==> config.mk <==
export PLATFORM = sky130hd
export DESIGN_NAME = spi_flash_slave_flat
export DESIGN_NICKNAME = d
export VERILOG_FILES = /design/src/rtl/spi_flash_pkg.sv /design/src/rtl/spi_flash_slave_if.sv /design/src/rtl/spi_sync_edge.sv /design/src/rtl/spi_flash_slave.sv /design/src/flat_wrapper.sv
export SDC_FILE = /design/constraint.sdc
export NUM_CORES = 1
export LEC_CHECK = 0
export CORE_ASPECT_RATIO = 1.5
export CORE_MARGIN = 2
export CORE_UTILIZATION = 40
export CTS_CLUSTER_SIZE = 16
export DETAILED_ROUTE_END_ITERATION = 12
export PLACE_DENSITY_LB_ADDON = 0.12
export SYNTH_ARGS = -nofsm -noshare
export SYNTH_HDL_FRONTEND = slang
export SYNTH_HIERARCHICAL = 1
export SYNTH_SLANG_ARGS = --single-unit
==> constraint.sdc <==
create_clock -name sys_clk -period 6.9 [get_ports sys_clk]
set_clock_uncertainty 0.2 [all_clocks]
set_input_delay 2.07 -clock sys_clk [delete_from_list [all_inputs] [get_ports sys_clk]]
set_output_delay 2.07 -clock sys_clk [all_outputs]
set_load 0.03 [all_outputs]
==> src/rtl/spi_flash_pkg.sv <==
// rtl/spi_flash_pkg.sv - opcodes, status bit indices and state types for the SPI flash slave
package spi_flash_pkg;
    localparam logic [7:0] OP_WREN = 8'h06;
    localparam logic [7:0] OP_WRDI = 8'h04;
    localparam logic [7:0] OP_RDSR = 8'h05;
    localparam logic [7:0] OP_RDID = 8'h9F;
    localparam logic [7:0] OP_BE   = 8'hC7;
    localparam logic [7:0] OP_READ = 8'h03;

    localparam int ST_WIP = 0;
    localparam int ST_WEL = 1;

    typedef enum logic [1:0] {S_IDLE, S_CMD, S_RESP, S_IGNORE} spi_state_t;
    typedef enum logic [1:0] {P_NONE, P_WREN, P_WRDI, P_BE} pend_t;
endpackage

==> src/rtl/spi_flash_slave_if.sv <==
// rtl/spi_flash_slave_if.sv - SPI bus bundle between flash master and slave
interface spi_flash_slave_if;
    logic spi_sck;
    logic spi_cs_n;
    logic spi_mosi;
    logic spi_miso;
    logic spi_miso_oe;

    modport master (output spi_sck, spi_cs_n, spi_mosi, input spi_miso, spi_miso_oe);
    modport slave  (input spi_sck, spi_cs_n, spi_mosi, output spi_miso, spi_miso_oe);
endinterface

==> src/rtl/spi_sync_edge.sv <==
// rtl/spi_sync_edge.sv - 2-flop synchronizer with rise/fall detect on the synchronized level
module spi_sync_edge #(
    parameter logic RST_VAL = 1'b0
) (
    input  logic sys_clk,
    input  logic sys_rst,
    input  logic din,
    output logic level,
    output logic rise,
    output logic fall
);
    logic s1, s2, s3;

    always_ff @(posedge sys_clk) begin
        if (sys_rst) begin
            s1 <= RST_VAL;
            s2 <= RST_VAL;
            s3 <= RST_VAL;
        end else begin
            s1 <= din;
            s2 <= s1;
            s3 <= s2;
        end
    end

    assign level = s2;
    assign rise  = s2 & ~s3;
    assign fall  = ~s2 & s3;
endmodule

==> src/rtl/spi_flash_slave.sv <==
// rtl/spi_flash_slave.sv - SPI mode-0 flash slave model: RDID, RDSR, WREN, WRDI, bulk erase
module spi_flash_slave
    import spi_flash_pkg::*;
#(
    parameter logic [23:0] FLASH_ID  = 24'h202015,
    parameter int unsigned BE_CYCLES = 1000
) (
    input  logic             sys_clk,
    input  logic             sys_rst,
    spi_flash_slave_if.slave spi,
    output logic [7:0]       status,
    output logic             erase_done,
    output logic             cmd_strb,
    output logic [7:0]       cmd_code
);
    localparam logic [19:0] BE_LOAD = 20'(BE_CYCLES);

    logic sck_lvl, sck_rise, sck_fall;
    logic cs_lvl, cs_rise, cs_fall;
    logic mosi_lvl, mosi_rise, mosi_fall;
    logic unused_sync;

    spi_sync_edge #(.RST_VAL(1'b0)) u_sck (.sys_clk(sys_clk), .sys_rst(sys_rst), .din(spi.spi_sck),
                                           .level(sck_lvl), .rise(sck_rise), .fall(sck_fall));
    spi_sync_edge #(.RST_VAL(1'b1)) u_cs (.sys_clk(sys_clk), .sys_rst(sys_rst), .din(spi.spi_cs_n),
                                          .level(cs_lvl), .rise(cs_rise), .fall(cs_fall));
    spi_sync_edge #(.RST_VAL(1'b0)) u_mosi (.sys_clk(sys_clk), .sys_rst(sys_rst), .din(spi.spi_mosi),
                                            .level(mosi_lvl), .rise(mosi_rise), .fall(mosi_fall));
    assign unused_sync = sck_lvl ^ mosi_rise ^ mosi_fall;

    spi_state_t  state, state_next;
    pend_t       pend, pend_dec;
    logic [6:0]  rx;
    logic [5:0]  bit_cnt;
    logic [23:0] tx;
    logic [2:0]  tx_phase;
    logic        resp_sr, miso, miso_oe;
    logic        wip, wel;
    logic [19:0] busy;
    logic [1:0]  age;
    logic        armed;
    logic        sck_rise_sel, sck_fall_sel, last_bit;
    logic [7:0]  opcode;

    assign sck_rise_sel = sck_rise & ~cs_lvl;
    assign sck_fall_sel = sck_fall & ~cs_lvl;
    assign last_bit     = sck_rise_sel && (bit_cnt == 6'd7);
    assign opcode       = {rx, mosi_lvl};

    always_comb begin
        status         = 8'h00;
        status[ST_WIP] = wip;
        status[ST_WEL] = wel;
    end
    assign spi.spi_miso    = miso;
    assign spi.spi_miso_oe = miso_oe;

    always_comb begin
        pend_dec = P_NONE;
        case (opcode)
            OP_WREN: pend_dec = P_WREN;
            OP_WRDI: pend_dec = P_WRDI;
            OP_BE:   pend_dec = P_BE;
            default: pend_dec = P_NONE;
        endcase
    end

    always_comb begin
        state_next = state;
        case (state)
            S_IDLE: if (cs_fall && armed) state_next = S_CMD;
            S_CMD: begin
                if (last_bit) begin
                    if (opcode == OP_RDSR || (opcode == OP_RDID && !wip)) state_next = S_RESP;
                    else                                                  state_next = S_IGNORE;
                end
            end
            default: state_next = state;
        endcase
        if (cs_rise) state_next = S_IDLE;
    end

    always_ff @(posedge sys_clk) begin
        if (sys_rst) state <= S_IDLE;
        else         state <= state_next;
    end

    always_ff @(posedge sys_clk) begin
        if (sys_rst) begin
            pend       <= P_NONE;
            rx         <= '0;
            bit_cnt    <= '0;
            tx         <= '0;
            tx_phase   <= '0;
            resp_sr    <= 1'b0;
            miso       <= 1'b0;
            miso_oe    <= 1'b0;
            wip        <= 1'b0;
            wel        <= 1'b0;
            busy       <= '0;
            erase_done <= 1'b0;
            cmd_strb   <= 1'b0;
            cmd_code   <= 8'h00;
            age        <= '0;
            armed      <= 1'b0;
        end else begin
            cmd_strb   <= 1'b0;
            erase_done <= 1'b0;
            // The synchronizer only reflects the pin two cycles after reset, so wait before trusting cs_n high.
            if (age != 2'd3) age <= age + 2'd1;
            if (age == 2'd3 && cs_lvl) armed <= 1'b1;

            if (state == S_IDLE && state_next == S_CMD) begin
                bit_cnt <= '0;
                rx      <= '0;
            end else if (state != S_IDLE && sck_rise_sel) begin
                rx <= {rx[5:0], mosi_lvl};
                if (bit_cnt != 6'd63) bit_cnt <= bit_cnt + 6'd1;
            end

            if (state == S_CMD && last_bit) begin
                cmd_code <= opcode;
                cmd_strb <= 1'b1;
                pend     <= pend_dec;
                resp_sr  <= (opcode == OP_RDSR);
                tx       <= FLASH_ID;
                tx_phase <= '0;
            end

            // RDSR reloads live status at every byte boundary so polling sees WIP clear.
            if (state == S_RESP && sck_fall_sel) begin
                tx_phase <= tx_phase + 3'd1;
                if (resp_sr && tx_phase == 3'd0) begin
                    miso <= status[7];
                    tx   <= {status[6:0], 17'd0};
                end else begin
                    miso <= tx[23];
                    tx   <= {tx[22:0], 1'b0};
                end
            end

            miso_oe <= (state_next == S_RESP);

            if (wip) begin
                if (busy == 20'd1) begin
                    wip        <= 1'b0;
                    wel        <= 1'b0;
                    erase_done <= 1'b1;
                    busy       <= '0;
                end else begin
                    busy <= busy - 20'd1;
                end
            end

            if (cs_rise && state != S_IDLE) begin
                miso <= 1'b0;
                pend <= P_NONE;
                if (bit_cnt == 6'd8 && !wip) begin
                    case (pend)
                        P_WREN: wel <= 1'b1;
                        P_WRDI: wel <= 1'b0;
                        P_BE: begin
                            if (wel) begin
                                wip  <= 1'b1;
                                busy <= BE_LOAD;
                            end
                        end
                        default: ;
                    endcase
                end
            end
        end
    end
endmodule

==> src/flat_wrapper.sv <==
// flat-port wrapper written by rule: the top's interface ports become plain ports
module spi_flash_slave_flat import spi_flash_pkg::*;
#(
    parameter logic [23:0] FLASH_ID  = 24'h202015,
    parameter int unsigned BE_CYCLES = 1000
)
  (sys_clk, sys_rst, status, erase_done, cmd_strb, cmd_code, spi_spi_sck, spi_spi_cs_n, spi_spi_mosi, spi_spi_miso, spi_spi_miso_oe);
  spi_flash_slave_if spi_i ();
  input  logic sys_clk;
  input  logic sys_rst;
  output logic [7:0] status;
  output logic erase_done;
  output logic cmd_strb;
  output logic [7:0] cmd_code;
  input wire logic [$bits(spi_i.spi_sck)-1:0] spi_spi_sck;
  input wire logic [$bits(spi_i.spi_cs_n)-1:0] spi_spi_cs_n;
  input wire logic [$bits(spi_i.spi_mosi)-1:0] spi_spi_mosi;
  output wire logic [$bits(spi_i.spi_miso)-1:0] spi_spi_miso;
  output wire logic [$bits(spi_i.spi_miso_oe)-1:0] spi_spi_miso_oe;
  assign spi_i.spi_sck = spi_spi_sck;
  assign spi_i.spi_cs_n = spi_spi_cs_n;
  assign spi_i.spi_mosi = spi_spi_mosi;
  assign spi_spi_miso = spi_i.spi_miso;
  assign spi_spi_miso_oe = spi_i.spi_miso_oe;
  spi_flash_slave #(.FLASH_ID(FLASH_ID), .BE_CYCLES(BE_CYCLES)) u_core (.sys_clk(sys_clk), .sys_rst(sys_rst), .spi(spi_i), .status(status), .erase_done(erase_done), .cmd_strb(cmd_strb), .cmd_code(cmd_code));
endmodule
# ---- Word-level counts from Yosys, hierarchy flattened
# Index checks and enable logic that the tools add are counted.
dict set report word_totals {
  regBits 90
  output_inout_bits 20
}
dict set report op_classes {
  n_eq_ne 18
  bitwise 11
  n_mux 31
  reduce_logical 21
  addsub 4
}
# operator count
set ops {}
lappend ops {{$mux 20} 6}
lappend ops {{$mux 24} 3}
lappend ops {{$eq 8x3->1 const B} 3}
lappend ops {{$eq 20x1->1 const B} 1}
lappend ops {{$sub 20x1->20 const B} 1}
lappend ops {{$eq 8x8->1 const B} 2}
lappend ops {{$mux 1} 14}
lappend ops {{$logic_and 1x1->1} 11}
lappend ops {{$eq 2x2->1 const B} 5}
lappend ops {{$add 6x1->6 const B} 1}
lappend ops {{$and 1x1->1} 6}
lappend ops {{$eq 2x1->1 const B} 3}
lappend ops {{$eq 6x3->1 const B} 1}
lappend ops {{$eq 6x4->1 const B} 1}
lappend ops {{$mux 2} 3}
lappend ops {{$mux 3} 2}
lappend ops {{$ne 6x6->1 const B} 1}
lappend ops {{$pmux 2 s3} 1}
lappend ops {{$reduce_or 2->1} 3}
lappend ops {{$not 1->1} 5}
lappend ops {{$pmux 2 s2} 1}
lappend ops {{$reduce_bool 2->1} 2}
lappend ops {{$add 3x1->3 const B} 1}
lappend ops {{$logic_not 3->1} 1}
lappend ops {{other kinds (7)} 7}

# ---- Longest topological paths before layout
# Gate-level depths: netlist of run 1.
dict set report logic_depth {
  depth_word 10
  depth_mapped 8
  mapped_depth_nobuf 6
}

# ---- By module
# The synthesis of run 1 kept the hierarchy.
# module instances cells_per_inst area_each_um2
set modules_own_cells {}
lappend modules_own_cells {spi_flash_slave 1 413 3706.1}
lappend modules_own_cells {{spi_sync_edge at u_core.u_mosi ...} 2 8 91.3}
lappend modules_own_cells {{spi_sync_edge at u_core.u_cs} 1 8 92.6}

# ---- Worst setup path before layout of run 1
# No wires, ideal clock.
dict set report synth_timing {
  path_kind {input port to flip-flop}
  startpoint {in sys_rst}
  endpoint {reg u_core.busy[10]}
  arrival_ns 2.874
  stages 5
  path_slack_ns 3.703
  n_path_buf 1
  path_cell_list {clkbuf_1 inv_1 o41ai_1 o21bai_4 nor2_1}
}
# item line_no
set synth_lines {}
lappend synth_lines {{from (decl)} flat_wrapper.sv:10} ;# input logic sys_rst;
lappend synth_lines {{to (signal assigned)} spi_flash_slave.sv:151} ;# busy <= busy - 20'd1;
lappend synth_lines {{to (decl)} spi_flash_slave.sv:39} ;# logic [19:0] busy;

# ---- Worst setup path after layout of run 1
dict set report layout_timing {
  startpoint {reg u_core.wip}
  endpoint {out status[0]}
}
# item line_no
set layout_lines {}
lappend layout_lines {{from (decl)} spi_flash_slave.sv:38} ;# logic wip, wel;
lappend layout_lines {{from (signal assigned)} spi_flash_slave.sv:98} ;# wip <= 1'b0;
lappend layout_lines {{from (signal assigned)} spi_flash_slave.sv:146} ;# wip <= 1'b0;
lappend layout_lines {{from (signal assigned)} spi_flash_slave.sv:164} ;# wip <= 1'b1;
lappend layout_lines {{to (decl)} flat_wrapper.sv:11} ;# output logic [7:0] status;
# No word-level cell between the ends.

==> metrics.txt, run 1 <==
die area=10,680 sq um; CP top delay family=buffers and inverters; chip height=125.6 um; DR WL/cell=14.66 um; unrepaired setup endpoints after global routing=false; TritonCTS Buffers=9; Setup-failing EPs final=0; RD Place Congestion=0.7740; Slew headroom=0.3583; first-pass GRT wire length=14,060 um; Hold WC Path Type=reg -> reg; Slew @ Worst Pin=962.6 ps; Worst Path Max Fanout=17; Mean Syn Cell Area=9.105 sq um; PD cells=231.1 nW/um^2; Ys Warns=6; Starting DRT DRC Count=212; critical path startpoint category=flip-flop; WS Path Type=reg -> out; Worst-path clk slew=60 ps; flop2flop setup slack=4180 ps; WP buf/inv=1; CP peak stage delay=790 ps; Layout Nets=453; Hold Path Depth=1; Synth Cell Area=3943 sq um; Core Util, Final=0.4568; Initial Util=0.4092; Final Instance Area=4400 sq um; Critical Path Slowest Stage Cell=clkdlybuf4s50_1; antenna-violating nets left=0; worst hold slack=203.9 ps; Clock power frac=0.454; Psw=219.6 uW; Area Overhead vs Synth=11.62%; status=finished, final reports clean; Final Hold Violating Endpoints=0; Gate Count Post-Synth=433; crit path DAT=1860 ps; largest net degree at the start of global routing=62; Comb pwr share=0.027; Routed WL=8194 um; CP cell instances=clkdlybuf4s50_1; Hold Buf Count CTS=0; gr ovfl total=0; Residual DRC=0; TNS Setup=0 ps; sequential power share=0.519; Skew-Pair Late Insertion Delay=340 ps; Core Area=9634 sq um; initial antenna violation count=0; IO Count=25; Max VDD drop=0.1232 mV; CTS resizes=0; R2R cell count=4; via/cell ratio=5.513; drt first pass iters=6; dpl cell area=4118 sq um; Final period util=0.5984; CTS sink cnt=90; number of cells on the critical path=1; CP Capture Type=output pin; postcts setup bufs=0; port bufs=18; Die X=85.06 um; post-layout minimum cycle time=4129 ps; Max Cap Violations=0; CTS max path bufs=2; detailed placer's ending HPWL=5395 um; layout cells sized above 1=0.07658; Final Slew Violations=0; ant diodes=0; Max Freq=0.2422 GHz; Leak=0.001507 uW; Via Count=3,082; Int Power=797.1 uW; Rows=44; CTS root buf=clkbuf_16; number of global-route vias before repair=2,899; Total GRT Usage=0.1619; switching share of power=0.2160; clock tree from TritonCTS=yes; CTS H-tree lvls=3; CP required=4630 ps
==> layer usage <==
layer | track usage | part of all wire
met2 | 0.2707 | 0.50
met4 | 0.05882 | 0.017
met3 | 0.04290 | 0.037
met5 | 0 | 0
met1 | 0.1982 | 0.45
==> worst paths after layout <==
check	start	endpoint
max	u_core/wip	status[0]
min	u_core/u_cs/s1	u_core/u_cs/level
max reg2reg	u_core/wip	u_core/busy[10]
min reg2reg	u_core/u_cs/s1	u_core/u_cs/level
==> cells in the final DEF, fill, tap and decap left out, drive strengths merged, types with 4 or more instances in the layout <==
master,instances
dfxtp,90
nor2,49
nand2,32
a21oi,30
a22oi,19
clkdlybuf4s50,17
inv,16
or4,14
mux2i,13
o21ai,13
clkbuf,12
nor2b,11
nor3,10
ha,9
nor4,8
o31ai,7
a31oi,7
or2,7
nand4,6
a211oi,6
conb,6
or3,5
xor2,4
and2,4
nand3,4
==> power by group through the flow <==
stage	clock [uW]	combinational (uW)	sequential, uW
6_report	462	27.0	528
5_1_grt	500	30.2	529
4_1_cts	478	27.5	528
3_5_place_dp	0	27.6	540
3_3_place_gp	0	26.7	540
2_1_floorplan	0	23.9	539
==> per-stage QoR <==
stage / instances / worst slack (ps) / power, uW
final: 559 / 2771 / 1017
after global routing: 559 / 2687 / 1059
after CTS: 559 / 2752 / 1033
after detailed placement: 543 / 3002 / 567.4
after global placement: 543 / 3065 / 566.3
after floorplan: 438 / 3703 / 562.7
==> area by class of cell <==
type                    count  area [sq um]
clock buffers              12         256.5
multi-input cells         302          1922
repair buffers             20         190.2
clock inverters             4         26.28
flip-flops and latches     90          1802
fillers                   956          5234
inverters                  16         60.06
well taps                 115         143.9
==> registers in the layout, indices dropped and copies added, names as in the netlist, 2 cells and up <==
register / cells
u_core/cmd_code: 8
u_core/busy: 20
u_core/tx_phase: 3
u_core/state: 2
u_core/pend: 2
u_core/age: 2
u_core/bit_cnt: 6
u_core/tx: 24
u_core/rx: 7
Power figures use the tool's default switching activity.
==> run 2: changes to the inputs <==
==> constraint.sdc (replaced) <==
create_clock -name sys_clk -period 3.91 [get_ports sys_clk]
set_clock_uncertainty 0.2 [all_clocks]
set_input_delay 1.173 -clock sys_clk [delete_from_list [all_inputs] [get_ports sys_clk]]
set_output_delay 1.173 -clock sys_clk [all_outputs]
set_load 0.03 [all_outputs]
==> run 2 against run 1 <==
  * Register-to-register slack worse by 2900 ps
  * Critical path depth stayed put
  * Largest power group unchanged
  * Cell count is 0.18% higher
  * Largest cell class unchanged
==> metrics.txt, run 2 (synthesis gave the netlist of run 1 again) <==
Rows=44 (unchanged); Slew headroom=0.3569 (-0.001431); number of global-route vias before repair=2,943 (+1.5%); CTS max path bufs=2 (unchanged); Leak=0.001520 uW (+0.86%); die area=10,680 sq um (unchanged); Initial Util=0.4092 (unchanged); via/cell ratio=5.498 (-0.28%); Max Cap Violations=0 (unchanged); Residual DRC=0 (unchanged); ant diodes=0 (unchanged); TritonCTS Buffers=9 (unchanged); Hold Path Depth=1 (unchanged); Routed WL=8202 um (about the same); critical path startpoint category=flip-flop; most frequent cells in the layout=90 x dfxtp_1, 49 x nor2_1, 32 x nand2_1, 30 x a21oi_1, 19 x a22oi_1; first-pass GRT wire length=14,120 um (+0.39%); flop2flop setup slack=1260 ps (-2920 ps); Final Slew Violations=0 (unchanged); drt first pass iters=4 (-2); Core Util, Final=0.4604 (+0.003637); port bufs=18 (unchanged); WP buf/inv=1 (unchanged); Layout Nets=454 (+0.22%); Hold Path Origin=u_core/u_cs/s1; unrepaired setup endpoints after global routing=false; WS Path Type=reg -> out; CTS root buf=clkbuf_16; reg2reg start=u_core/bit_cnt[0]; crit path DAT=1780 ps (-80 ps); pre-CTS setup slack=1104 ps (-1899 ps); PD cells=422.4 nW/um^2 (+83%); CP top delay family=buffers and inverters; detailed placer's ending HPWL=5532 um (+2.5%); largest net degree at the start of global routing=61 (-1.6%); Die X=85.06 um (unchanged); R2R cell count=6 (+2); WHS Endpoint=u_core/u_cs/level; RD Place Congestion=0.7685 (-0.71%); total power=1873 uW (+84%); initial antenna violation count=0 (unchanged); gr ovfl total=0 (unchanged); Critical Path Slowest Stage Cell=clkdlybuf4s50_1; Starting DRT DRC Count=162 (-24%); CP Capture Type=output pin; Max VDD drop=0.2463 mV (+100%); antenna-violating nets left=0 (unchanged); Slew @ Worst Pin=964.7 ps (+2.148 ps); postcts setup bufs=0 (unchanged); Setup-failing EPs final=0 (unchanged); Largest register FFs=24 (unchanged); Area Overhead vs Synth=12.50%; CTS sink cnt=90 (unchanged); CTS H-tree lvls=3 (unchanged); CTS resizes=0 (unchanged); clock tree from TritonCTS=yes; Max Freq=0.3171 GHz; IO Count=25 (unchanged); Largest regs=u_core/tx (24), u_core/busy (20), u_core/cmd_code (8); Hold WC Path Type=reg -> reg; commonest non-fill, non-tap cell in the layout=dfxtp_1; most flop-heavy register=u_core/tx; TNS Setup=0 ps (unchanged); DR WL/cell=14.65 um (about the same); final worst setup slack=756.8 ps (-2014 ps); Total GRT Usage=0.1627 (+0.0008342); chip height=125.6 um (unchanged); fillers=949 (-0.73%); CP cell instances=clkdlybuf4s50_1; Hold Buf Count CTS=0 (unchanged); Via Count=3,079 (-0.097%); CP required=2540 ps (-2090 ps); post-layout minimum cycle time=3153 ps; Skew-Pair Late Insertion Delay=340 ps (about the same); Final period util=0.8064; Worst-path clk slew=70 ps (about the same); Core Area=9634 sq um (unchanged); status=finished, final reports clean; Final Hold Violating Endpoints=0 (unchanged); layout cells sized above 1=0.08090 (+0.004322); Worst Path Max Fanout=17 (unchanged); worst r2r dst=u_core/busy[14]; CP peak stage delay=780 ps (about the same)
[run 2: cell count changes in the layout (fill, tap and decap cells not counted), sizes merged]
cell / previous run / this run
buf: 3 / 4
bufinv: 0 / 1
clkbuf: 12 / 10
clkinv: 3 / 0
clkinvlp: 1 / 2
inv: 16 / 19
[run 2: power breakdown]
part / internal, uW / total (uW) / switching (uW)
clock network: 520 / 893 / 374
logic: 16.0 / 48.5 / 32.6
registers: 926 / 932 / 5.77
[run 2: layer usage]
metal / routed length [um] / part of all wire / vias to the layer above / global-route usage
li1: - / - / 1563 / -
met1: 3711 / 0.45 / 1465 / 0.1937
met2: 4075 / 0.50 / 36 / 0.2730
met3: 197 / 0.024 / 15 / 0.03432
met4: 217 / 0.026 / 0 / 0.08217
met5: 0 / 0 / - / 0
[run 2: worst max path at each step]
| stage | start | slack (ps) | to | depth (start not counted) |
|---|---|---|---|---|
| final | u_core/wip | 760 | status[0] | 1 |
| after floorplan | sys_rst | 1610 | u_core/busy[10] | 5 |
| after global placement | u_core/wip | 1150 | status[0] | 1 |
| after detailed placement | u_core/wip | 1100 | status[0] | 1 |
| after CTS | u_core/wip | 740 | status[0] | 1 |
| after global routing | u_core/wip | 670 | status[0] | 1 |
[run 2: layout make-up]
type / instances / area (sq um) / area share
Multi-Input combinational cell: 302 / 1922 / 0.4333
Sequential cell: 90 / 1802 / 0.4062
Clock buffer: 10 / 239.0 / 0.05388
Timing Repair Buffer: 21 / 197.7 / 0.04457
Tap cell: 115 / 143.9 / 0.03244
Clock inverter: 6 / 71.32 / 0.01608
Inverter: 16 / 60.06 / 0.01354
[run 2: stage by stage]
step                      std cells  hold slack [ps]  cell area, sq um
final                           560            208.9              4436
after global routing            560            214.7              4436
after CTS                       560            212.0              4436
after detailed placement        544            194.7              4125
after global placement          544            188.4              4125
after floorplan                 438            183.2              3961
==> run 3: changes to the inputs <==
==> constraint.sdc (replaced) <==
create_clock -name sys_clk -period 3.3 [get_ports sys_clk]
set_clock_uncertainty 0.2 [all_clocks]
set_input_delay 0.99 -clock sys_clk [delete_from_list [all_inputs] [get_ports sys_clk]]
set_output_delay 0.99 -clock sys_clk [all_outputs]
set_load 0.03 [all_outputs]
==> run 3 against run 2 <==
  * Sequential power up 18%
  * Count of clock-buffer cells in the layout rose by 3
  * Wire length up 0.39%
  * Clock power increased by 11%
  * First-iteration DRC count grew 52%
  * Global-route usage down 0.25 points
  * Register-to-register slack got worse by 450 ps
  * Cell count up 0.18%
  * Power rose by 15%
  * Largest power group unchanged
==> metrics.txt, run 3 (synthesis gave the netlist of run 1 again) <==
status=finished, final reports clean; unrepaired setup endpoints after global routing=false; Rows=44 (unchanged); Worst Path Max Fanout=4 (-13); RD Place Congestion=0.8218 (+6.9%); PD cells=486.8 nW/um^2 (+15%); CTS H-tree lvls=3 (unchanged); drt first pass iters=4 (unchanged); Area Overhead vs Synth=12.31%; commonest non-fill, non-tap cell in the layout=dfxtp_1; port bufs=18 (unchanged); Routed WL=8234 um (+0.39%); postcts setup bufs=0 (unchanged); Starting DRT DRC Count=247 (+52%); CP required=2110 ps (-430 ps); Final Instance Area=4428 sq um (-0.17%); Worst-path clk slew=60 ps (about the same); layout cells sized above 1=0.07623 (-0.004666); antenna-violating nets left=0 (unchanged); die area=10,680 sq um (unchanged); Layout Nets=456 (+0.44%); initial antenna violation count=0 (unchanged); Hold WC Path Type=reg -> reg; ant diodes=0 (unchanged); via/cell ratio=5.617 (+2.2%); chip height=125.6 um (unchanged); Largest register FFs=24 (unchanged); first-pass GRT wire length=14,030 um (-0.59%); DR WL/cell=14.68 um (+0.21%); CP cell instances=clkdlybuf4s50_1; WS Path Type=reg -> out; Final period util=0.7979; Slew @ Worst Pin=934.5 ps (-30.25 ps); Leak=0.001520 uW (about the same); Via Count=3,151 (+2.3%); clock tree from TritonCTS=yes; TritonCTS Buffers=9 (unchanged); CP Capture Type=output pin; CTS resizes=0 (unchanged); number of global-route vias before repair=2,962 (+0.65%); CP top delay family=buffers and inverters; Hold Buf Count CTS=0 (unchanged); Routed met3 length=250 um (+27%); CTS root buf=clkbuf_16; Max Freq=0.3798 GHz; Total GRT Usage=0.1602 (-0.002507); Final Hold Violating Endpoints=0 (unchanged); crit path DAT=1440 ps (-340 ps); largest net degree at the start of global routing=61 (unchanged); Setup-failing EPs final=0 (unchanged); Max Cap Violations=0 (unchanged); Final Slew Violations=0 (unchanged); Max VDD drop=0.3401 mV (+38%); CTS sink cnt=90 (unchanged); dpl cells=546 (+0.37%); Initial Util=0.4092 (unchanged); critical path startpoint category=flip-flop; post-layout minimum cycle time=2633 ps; most flop-heavy register=u_core/tx; dpl cell area=4140 sq um (+0.36%); gr ovfl total=0 (unchanged); Residual DRC=0 (unchanged); top routing layer in use=met4; Slew headroom=0.3770 (+0.02016); detailed placer's ending HPWL=5589 um (+1.0%); met2 wire length=4145 um (+1.7%); most frequent cells in the layout=90 x dfxtp_1, 49 x nor2_1, 32 x nand2_1, 30 x a21oi_1, 19 x a22oi_1; Die X=85.06 um (unchanged); fin cells=561 (+0.18%); CP peak stage delay=700 ps (-80 ps); Core Area=9634 sq um (unchanged); TNS Setup=0 ps (unchanged); Skew-Pair Late Insertion Delay=330 ps (about the same); WP buf/inv=1 (unchanged); IO Count=25 (unchanged); Critical Path Slowest Stage Cell=clkdlybuf4s50_1; met1 WL=3650 um (-1.6%); CTS max path bufs=2 (unchanged); Largest regs=u_core/tx (24), u_core/busy (20), u_core/cmd_code (8)
-- run 3: power by group --
part	internal [uW]	switching [uW]	total (uW)	leakage, uW
Sequential	1100	6.83	1100	0.000727
Clock	604	389	993	0.000136
Combinational	19.8	38.2	58.0	0.000658
Total	1720	434	2160	0.00152
-- run 3: path summary, 6_finish.rpt --
check	to	from	slack, ps	depth (start not counted)
hold / removal	u_core/u_cs/level	u_core/u_cs/s1	210	1
setup reg to reg	u_core/tx[7]	u_core/bit_cnt[3]	810	4
setup / recovery	status[1]	u_core/wel	670	1
hold reg to reg	u_core/u_cs/level	u_core/u_cs/s1	210	1
-- run 3: through the flow --
step,power [uW],hold WS (ps),setup slack (ps),utilization
final,2155,205.3,667.0,0.4596
after global routing,2235,225.3,623.2,0.4596
after CTS,2183,207.9,651.8,0.4596
after detailed placement,1188,193.3,817.5,0.4297
after global placement,1186,187.2,806.5,0.4297
after floorplan,1177,183.2,1004,-
-- run 3: cell type report --
class                           instances  area (sq um)
Clock buffer                           13         250.2
Tap cell                              115         143.9
Fill cell                             942          5206
Multi-Input combinational cell        302          1922
Timing Repair Buffer                   23         212.7
Sequential cell                        90          1802
Clock inverter                          2         37.54
Inverter                               16         60.06
-- run 3: per-layer routing --
metal,track usage,vias up
met3,0.03432,14
li1,-,1567
met2,0.2707,55
met1,0.1919,1515
met4,0.07376,0
met5,0,-
